===== src/rtl/lsu_pkg.sv =====
// Shared types and funct3 encodings for the load/store memory stage.
package lsu_pkg;

    typedef enum logic [1:0] {
        IDLE = 2'd0,
        REQ  = 2'd1,
        DONE = 2'd2
    } lsu_state_t;

    localparam logic [2:0] F3_B  = 3'b000;
    localparam logic [2:0] F3_H  = 3'b001;
    localparam logic [2:0] F3_W  = 3'b010;
    localparam logic [2:0] F3_BU = 3'b100;
    localparam logic [2:0] F3_HU = 3'b101;

endpackage


===== src/rtl/lsu_bus_if.sv =====
// Request/acknowledge data bus between the memory stage (master) and data memory (slave).
interface lsu_bus_if;

    logic        req;
    logic        we;
    logic [31:0] addr;
    logic [31:0] wdata;
    logic [3:0]  wmask;
    logic [31:0] rdata;
    logic        ack;

    modport master (
        output req,
        output we,
        output addr,
        output wdata,
        output wmask,
        input  rdata,
        input  ack
    );

    modport slave (
        input  req,
        input  we,
        input  addr,
        input  wdata,
        input  wmask,
        output rdata,
        output ack
    );

endinterface


===== src/rtl/lsu_align.sv =====
// Combinational byte-lane logic: store mask/lane replication/alignment check on the
// request side, and load lane selection with sign/zero extension on the response side.
module lsu_align (
    input  logic [2:0]  req_funct3,
    input  logic [1:0]  req_offset,
    input  logic [31:0] wdata,
    output logic [3:0]  wmask,
    output logic [31:0] wdata_rep,
    output logic        misaligned,
    input  logic [2:0]  ld_funct3,
    input  logic [1:0]  ld_offset,
    input  logic [31:0] rdata,
    output logic [31:0] ld_data
);
    import lsu_pkg::*;

    logic [7:0]  byte_sel;
    logic [15:0] half_sel;

    always_comb begin
        wmask      = 4'b0000;
        wdata_rep  = wdata;
        misaligned = 1'b1;
        case (req_funct3)
            F3_B, F3_BU: begin
                misaligned = 1'b0;
                wmask      = 4'b0001 << req_offset;
                wdata_rep  = {4{wdata[7:0]}};
            end
            F3_H, F3_HU: begin
                misaligned = req_offset[0];
                wmask      = 4'b0011 << req_offset;
                wdata_rep  = {2{wdata[15:0]}};
            end
            F3_W: begin
                misaligned = (req_offset != 2'b00);
                wmask      = 4'b1111;
            end
            default: ;
        endcase
    end

    // Load lanes come from the offset latched with the request, not the live address.
    always_comb begin
        case (ld_offset)
            2'd0:    byte_sel = rdata[7:0];
            2'd1:    byte_sel = rdata[15:8];
            2'd2:    byte_sel = rdata[23:16];
            default: byte_sel = rdata[31:24];
        endcase
        half_sel = ld_offset[1] ? rdata[31:16] : rdata[15:0];
        case (ld_funct3)
            F3_B:    ld_data = {{24{byte_sel[7]}}, byte_sel};
            F3_BU:   ld_data = {24'd0, byte_sel};
            F3_H:    ld_data = {{16{half_sel[15]}}, half_sel};
            F3_HU:   ld_data = {16'd0, half_sel};
            default: ld_data = rdata;
        endcase
    end

endmodule


===== src/rtl/lsu_mem_stage.sv =====
// Memory-access stage: launches aligned loads/stores on the req/ack bus, stalls the
// pipeline while the access is outstanding, and aborts on timeout.
module lsu_mem_stage #(
    parameter int TIMEOUT_CYCLES = 64,
    parameter int CNT_W          = 7
) (
    input  logic        clk,
    input  logic        reset,
    input  logic        cs_E,
    input  logic        rd_en_E,
    input  logic        mem_write_E,
    input  logic [2:0]  funct3_E,
    input  logic [31:0] addr_E,
    input  logic [31:0] wdata_E,
    output logic        stall_MW,
    output logic [31:0] load_data,
    output logic        misalign_exc,
    output logic        access_fault,
    lsu_bus_if.master   bus
);
    import lsu_pkg::*;

    lsu_state_t       state_q, state_d;
    logic [CNT_W-1:0] cnt_q, cnt_d;
    logic             we_q, we_d;
    logic [31:0]      addr_q, addr_d;
    logic [31:0]      wdata_q, wdata_d;
    logic [3:0]       wmask_q, wmask_d;
    logic [2:0]       f3_q, f3_d;
    logic [1:0]       off_q, off_d;
    logic [31:0]      load_data_q, load_data_d;

    logic             access_valid;
    logic             misaligned;
    logic [3:0]       st_wmask;
    logic [31:0]      st_wdata;
    logic [31:0]      ld_data;

    lsu_align u_align (
        .req_funct3 (funct3_E),
        .req_offset (addr_E[1:0]),
        .wdata      (wdata_E),
        .wmask      (st_wmask),
        .wdata_rep  (st_wdata),
        .misaligned (misaligned),
        .ld_funct3  (f3_q),
        .ld_offset  (off_q),
        .rdata      (bus.rdata),
        .ld_data    (ld_data)
    );

    assign access_valid = !cs_E && (rd_en_E || mem_write_E);

    always_comb begin
        state_d      = state_q;
        cnt_d        = cnt_q;
        we_d         = we_q;
        addr_d       = addr_q;
        wdata_d      = wdata_q;
        wmask_d      = wmask_q;
        f3_d         = f3_q;
        off_d        = off_q;
        load_data_d  = load_data_q;
        stall_MW     = 1'b0;
        misalign_exc = 1'b0;
        access_fault = 1'b0;
        unique case (state_q)
            IDLE: begin
                if (access_valid && !reset) begin
                    if (misaligned) begin
                        misalign_exc = 1'b1;
                    end else begin
                        stall_MW = 1'b1;
                        state_d  = REQ;
                        cnt_d    = '0;
                        we_d     = mem_write_E;
                        addr_d   = {addr_E[31:2], 2'b00};
                        wdata_d  = st_wdata;
                        wmask_d  = mem_write_E ? st_wmask : 4'b0000;
                        f3_d     = funct3_E;
                        off_d    = addr_E[1:0];
                    end
                end
            end
            REQ: begin
                stall_MW = 1'b1;
                if (bus.ack) begin
                    state_d = DONE;
                    if (!we_q) begin
                        load_data_d = ld_data;
                    end
                end else if (cnt_q == CNT_W'(TIMEOUT_CYCLES - 1)) begin
                    access_fault = 1'b1;
                    load_data_d  = '0;
                    state_d      = DONE;
                end else begin
                    cnt_d = cnt_q + CNT_W'(1);
                end
            end
            // One unstalled cycle lets the pipeline advance; the access still on the inputs is not relaunched.
            DONE: begin
                state_d = IDLE;
            end
            default: begin
                state_d = IDLE;
            end
        endcase
    end

    always_ff @(posedge clk) begin
        if (reset) begin
            state_q     <= IDLE;
            cnt_q       <= '0;
            we_q        <= 1'b0;
            addr_q      <= '0;
            wdata_q     <= '0;
            wmask_q     <= '0;
            f3_q        <= '0;
            off_q       <= '0;
            load_data_q <= '0;
        end else begin
            state_q     <= state_d;
            cnt_q       <= cnt_d;
            we_q        <= we_d;
            addr_q      <= addr_d;
            wdata_q     <= wdata_d;
            wmask_q     <= wmask_d;
            f3_q        <= f3_d;
            off_q       <= off_d;
            load_data_q <= load_data_d;
        end
    end

    assign bus.req   = (state_q == REQ);
    assign bus.we    = we_q;
    assign bus.addr  = addr_q;
    assign bus.wdata = wdata_q;
    assign bus.wmask = wmask_q;
    assign load_data = load_data_q;

endmodule


===== src/flat_wrapper.sv =====
// flat-port wrapper written by rule: the top's interface ports become plain ports
module lsu_mem_stage_flat import lsu_pkg::*;
#(
    parameter int TIMEOUT_CYCLES = 64,
    parameter int CNT_W          = 7
)
  (clk, reset, cs_E, rd_en_E, mem_write_E, funct3_E, addr_E, wdata_E, stall_MW, load_data, misalign_exc, access_fault, bus_req, bus_we, bus_addr, bus_wdata, bus_wmask, bus_rdata, bus_ack);
  lsu_bus_if bus_i ();
  input  logic clk;
  input  logic reset;
  input  logic cs_E;
  input  logic rd_en_E;
  input  logic mem_write_E;
  input  logic [2:0] funct3_E;
  input  logic [31:0] addr_E;
  input  logic [31:0] wdata_E;
  output logic stall_MW;
  output logic [31:0] load_data;
  output logic misalign_exc;
  output logic access_fault;
  output wire logic [$bits(bus_i.req)-1:0] bus_req;
  output wire logic [$bits(bus_i.we)-1:0] bus_we;
  output wire logic [$bits(bus_i.addr)-1:0] bus_addr;
  output wire logic [$bits(bus_i.wdata)-1:0] bus_wdata;
  output wire logic [$bits(bus_i.wmask)-1:0] bus_wmask;
  input wire logic [$bits(bus_i.rdata)-1:0] bus_rdata;
  input wire logic [$bits(bus_i.ack)-1:0] bus_ack;
  assign bus_req = bus_i.req;
  assign bus_we = bus_i.we;
  assign bus_addr = bus_i.addr;
  assign bus_wdata = bus_i.wdata;
  assign bus_wmask = bus_i.wmask;
  assign bus_i.rdata = bus_rdata;
  assign bus_i.ack = bus_ack;
  lsu_mem_stage #(.TIMEOUT_CYCLES(TIMEOUT_CYCLES), .CNT_W(CNT_W)) u_core (.clk(clk), .reset(reset), .cs_E(cs_E), .rd_en_E(rd_en_E), .mem_write_E(mem_write_E), .funct3_E(funct3_E), .addr_E(addr_E), .wdata_E(wdata_E), .stall_MW(stall_MW), .load_data(load_data), .misalign_exc(misalign_exc), .access_fault(access_fault), .bus(bus_i));
endmodule

===== config.mk =====
export PLATFORM = sky130hd
export DESIGN_NAME = lsu_mem_stage_flat
export DESIGN_NICKNAME = d
export VERILOG_FILES = /design/src/rtl/lsu_pkg.sv /design/src/rtl/lsu_bus_if.sv /design/src/rtl/lsu_align.sv /design/src/rtl/lsu_mem_stage.sv /design/src/flat_wrapper.sv
export SDC_FILE = /design/constraint.sdc
export NUM_CORES = 1
export LEC_CHECK = 0
export ABC_AREA = 1
export CELL_PAD_IN_SITES_DETAIL_PLACEMENT = 1
export CELL_PAD_IN_SITES_GLOBAL_PLACEMENT = 2
export CORE_UTILIZATION = 25
export DETAILED_ROUTE_END_ITERATION = 8
export PLACE_DENSITY_LB_ADDON = 0.1
export RECOVER_POWER = 50
export SYNTH_ARGS = -nofsm -noshare
export SYNTH_HDL_FRONTEND = slang
export SYNTH_HIERARCHICAL = 1
export SYNTH_SLANG_ARGS = --single-unit

===== constraint.sdc =====
create_clock -name clk -period 4.1 [get_ports clk]
set_input_delay 0.615 -clock clk [delete_from_list [all_inputs] [get_ports clk]]
set_output_delay 0.615 -clock clk [all_outputs]
set_load 0.05 [all_outputs]

==> flow_summary.json <==
{
  "status": "finished, violations left",
  "violations": "capacitance limit, slew limit",
  "start_kind": "input pin",
  "cts.sinks": 113,
  "clkPwrFrac_pct": 47.2,
  "dieArea_um2": 24070,
  "core_um2": 22850,
  "cts_buffer_depth": 2,
  "overflow": 0,
  "final_hold_viol_count": 0,
  "worstPathArrival_ns": 2.57,
  "final_util_pct": 37.77,
  "critical_path.slowest_cell": "clkdlybuf4s50_1",
  "synth_seq_area_share_pct": 38.57,
  "drive_gt1_share_pct": 8.637,
  "slew_violations": 53,
  "slowest_delay_ns": 0.64,
  "layout_commonest_cell": "nand2_1",
  "post_drt_via_cell_ratio": 4.617,
  "critPathTopFamily": "buffers and inverters",
  "slew_headroom_pct": -5.999,
  "grt_pass1_vias": 6408,
  "worstPathCellList": "clkdlybuf4s50_1, inv_1, buf_4, nor2_1, nand2_1, o21ai_0, nand2_1, inv_1, nand4_4, nand2_1, buf_12",
  "final_nets": 1135,
  "n_fill_cell": 2845,
  "rsz0062_at_grt": "no",
  "initial_core_util_pct": 25.67,
  "cts_tree": "yes",
  "seqCellArea_um2": 2262,
  "crit_type": "input pin to output port",
  "ant_nets": 0,
  "cts_setup_buffers": 0,
  "setup_tns_ns": 0,
  "worstMarginPinSlew_ns": 1.590,
  "hold_ws_ns": 0.4625,
  "gp_congestion": 0.7611,
  "switching_share_pct": 29.99,
  "setup_slack_ns": 0.9109,
  "post_cts_resized": 0,
  "wl_per_cell_um": 16.40,
  "fmax_mhz": 313.6,
  "post-place-ws_ns": 0.7887,
  "rows": 55,
  "cts_hold_buffers": 0,
  "worstPathRequired_ns": 3.48,
  "drt_first_pass_iters": 4,
  "wl_mm": 22.23,
  "grt_pass1_wl_mm": 35.17,
  "synth_area_um2": 5864,
  "dieWidth_um": 155.2,
  "path_clk_slew_ns": 0.06,
  "ioPinCount": 210,
  "crit_fanout": 11,
  "drt_iter0_markers": 210,
  "place_area_um2": 8009,
  "path_common_cell": "nand2_1",
  "multi_input_area_um2": 3000,
  "antenna_found_initial": 4,
  "clk_latency_ns": 0.42,
  "worstHoldPathType": "register to register",
  "area_delta_synth_final_pct": 47.15,
  "grtUsageTotal_pct": 18.91,
  "cts_buffers": 17,
  "p_per_area_nw_per_um2": 386.9,
  "vdd_drop_max_mv": 0.2287,
  "p_leak_nw": 3.688,
  "fin_crit_sh_pct": 77.78,
  "syn-mean-instance-area_um2": 6.827,
  "setup_viol": 0,
  "pwr-share-seq_pct": 34.8,
  "fin_crit_ns": 3.189,
  "cts_root_buf": "clkbuf_16",
  "yosys_warnings": 6,
  "max_cap_violations": 1,
  "endpoint_kind": "output port",
  "final_area_um2": 8630,
  "num_vias": 6260,
  "hpwl_mm": 15.70,
  "htree_levels": 4,
  "fin_skew_ns": 0.01459,
  "final_cell_mix": "nand2_1 (182), nor2_1 (157), dfxtp_1 (113)",
  "grt_max_degree": 63,
  "dieHeight_um": 155.2,
  "ys_ff_latch": 113,
  "synth_cell_types": 30,
  "switchingPower_mw": 1.001,
  "combPwrFrac_pct": 17.9,
  "io_buffers": 207,
  "p_int_mw": 2.337,
  "syn_inst": 859,
  "remaining_drc_errors": 0,
  "path_buf_inv": 5
}
power by group through the flow:
stage	sequential, mW	clock (mW)	combinational [mW]
2_1_floorplan	1.30	0	0.260
3_3_place_gp	1.19	0	0.617
3_5_place_dp	1.19	0	0.616
4_1_cts	1.17	1.63	0.619
5_1_grt	1.17	1.68	0.651
6_report	1.16	1.58	0.599
cell families (layout without fill, tap and decap cells):
| logic type | Yosys count | after routing | share of synthesized area [%] |
|---|---|---|---|
| other | 1 | 3 | 0.06395 |
| adder cells (fa/ha/maj) | 1 | 1 | 0.2133 |
| AO/OA/AOI/OAI | 150 | 150 | 13.23 |
| AND/OR/NAND/NOR | 485 | 485 | 37.44 |
| buffers and inverters | 109 | 291 | 10.48 |
| flip-flops | 113 | 113 | 38.57 |
worst min-delay path: cells and delay by family, from the launching register on:
family	cells	cell delay (ns)
DFF	1	0.30
and+or+nand+nor	1	0.06
AOI/OAI and AO/OA	1	0.05
state kept, by name, summed over array words and instances (netlist names):
signal	flops
u_core/bus.wdata	32
u_core/load_data	32
u_core/bus.addr	30
u_core/cnt_q	7
u_core/bus.wmask	4
u_core/f3_q	3
u_core/off_q	2
u_core/state_q	2
u_core/bus.we	1
synthesized netlist by cell type (all sizes together):
library cell	number	share of area, %
nand2	187	12
nand3	95	10
buf	49	6.6
and3	2	0.21
o21ai	93	8.0
o221ai	1	0.15
ha	1	0.21
nor2	162	11
or2	3	0.32
clkinv	1	0.085
and2	1	0.11
a21oi	49	4.2
clkbuf	23	1.5
dfxtp	113	39
nand4	35	3.8
conb	1	0.064
o211ai	7	0.90
inv	36	2.3
cell type report:
type | instances | share of cell area [%]
multi-input cells | 638 | 34.77
flip-flops and latches | 113 | 26.21
repair buffers | 222 | 25.62
clock buffers | 17 | 4.930
well taps | 313 | 4.538
clock inverters | 15 | 2.276
inverters | 37 | 1.624
diodes | 1 | 0.02900
metal layers:
layer / up-vias / routed length [µm] / GRT usage, %
met2: 155 / 10460 / 31.94
met3: 15 / 1559 / 6.407
met4: 4 / 233 / 4.715
met5: - / 23 / 0
met1: 2913 / 9952 / 22.91
li1: 3173 / - / -
stage by stage:
step	cells	total power, mW
after floorplan	860	1.555
after global placement	1323	1.806
after detailed placement	1323	1.805
after CTS	1355	3.413
after global routing	1355	3.502
final	1356	3.339
final timing paths:
path              slack (ns)  cells past startpoint             endpoint                start
setup / recovery        0.91                     11             stall_MW          funct3_E[1]
hold / removal          0.46                      2  u_core/bus.wmask[2]  u_core/bus.wmask[2]
setup reg to reg        1.44                      8  u_core/load_data[8]       u_core/f3_q[1]
hold reg to reg         0.46                      2  u_core/bus.wmask[2]  u_core/bus.wmask[2]
No activity file was read; power rests on OpenSTA's default activity.
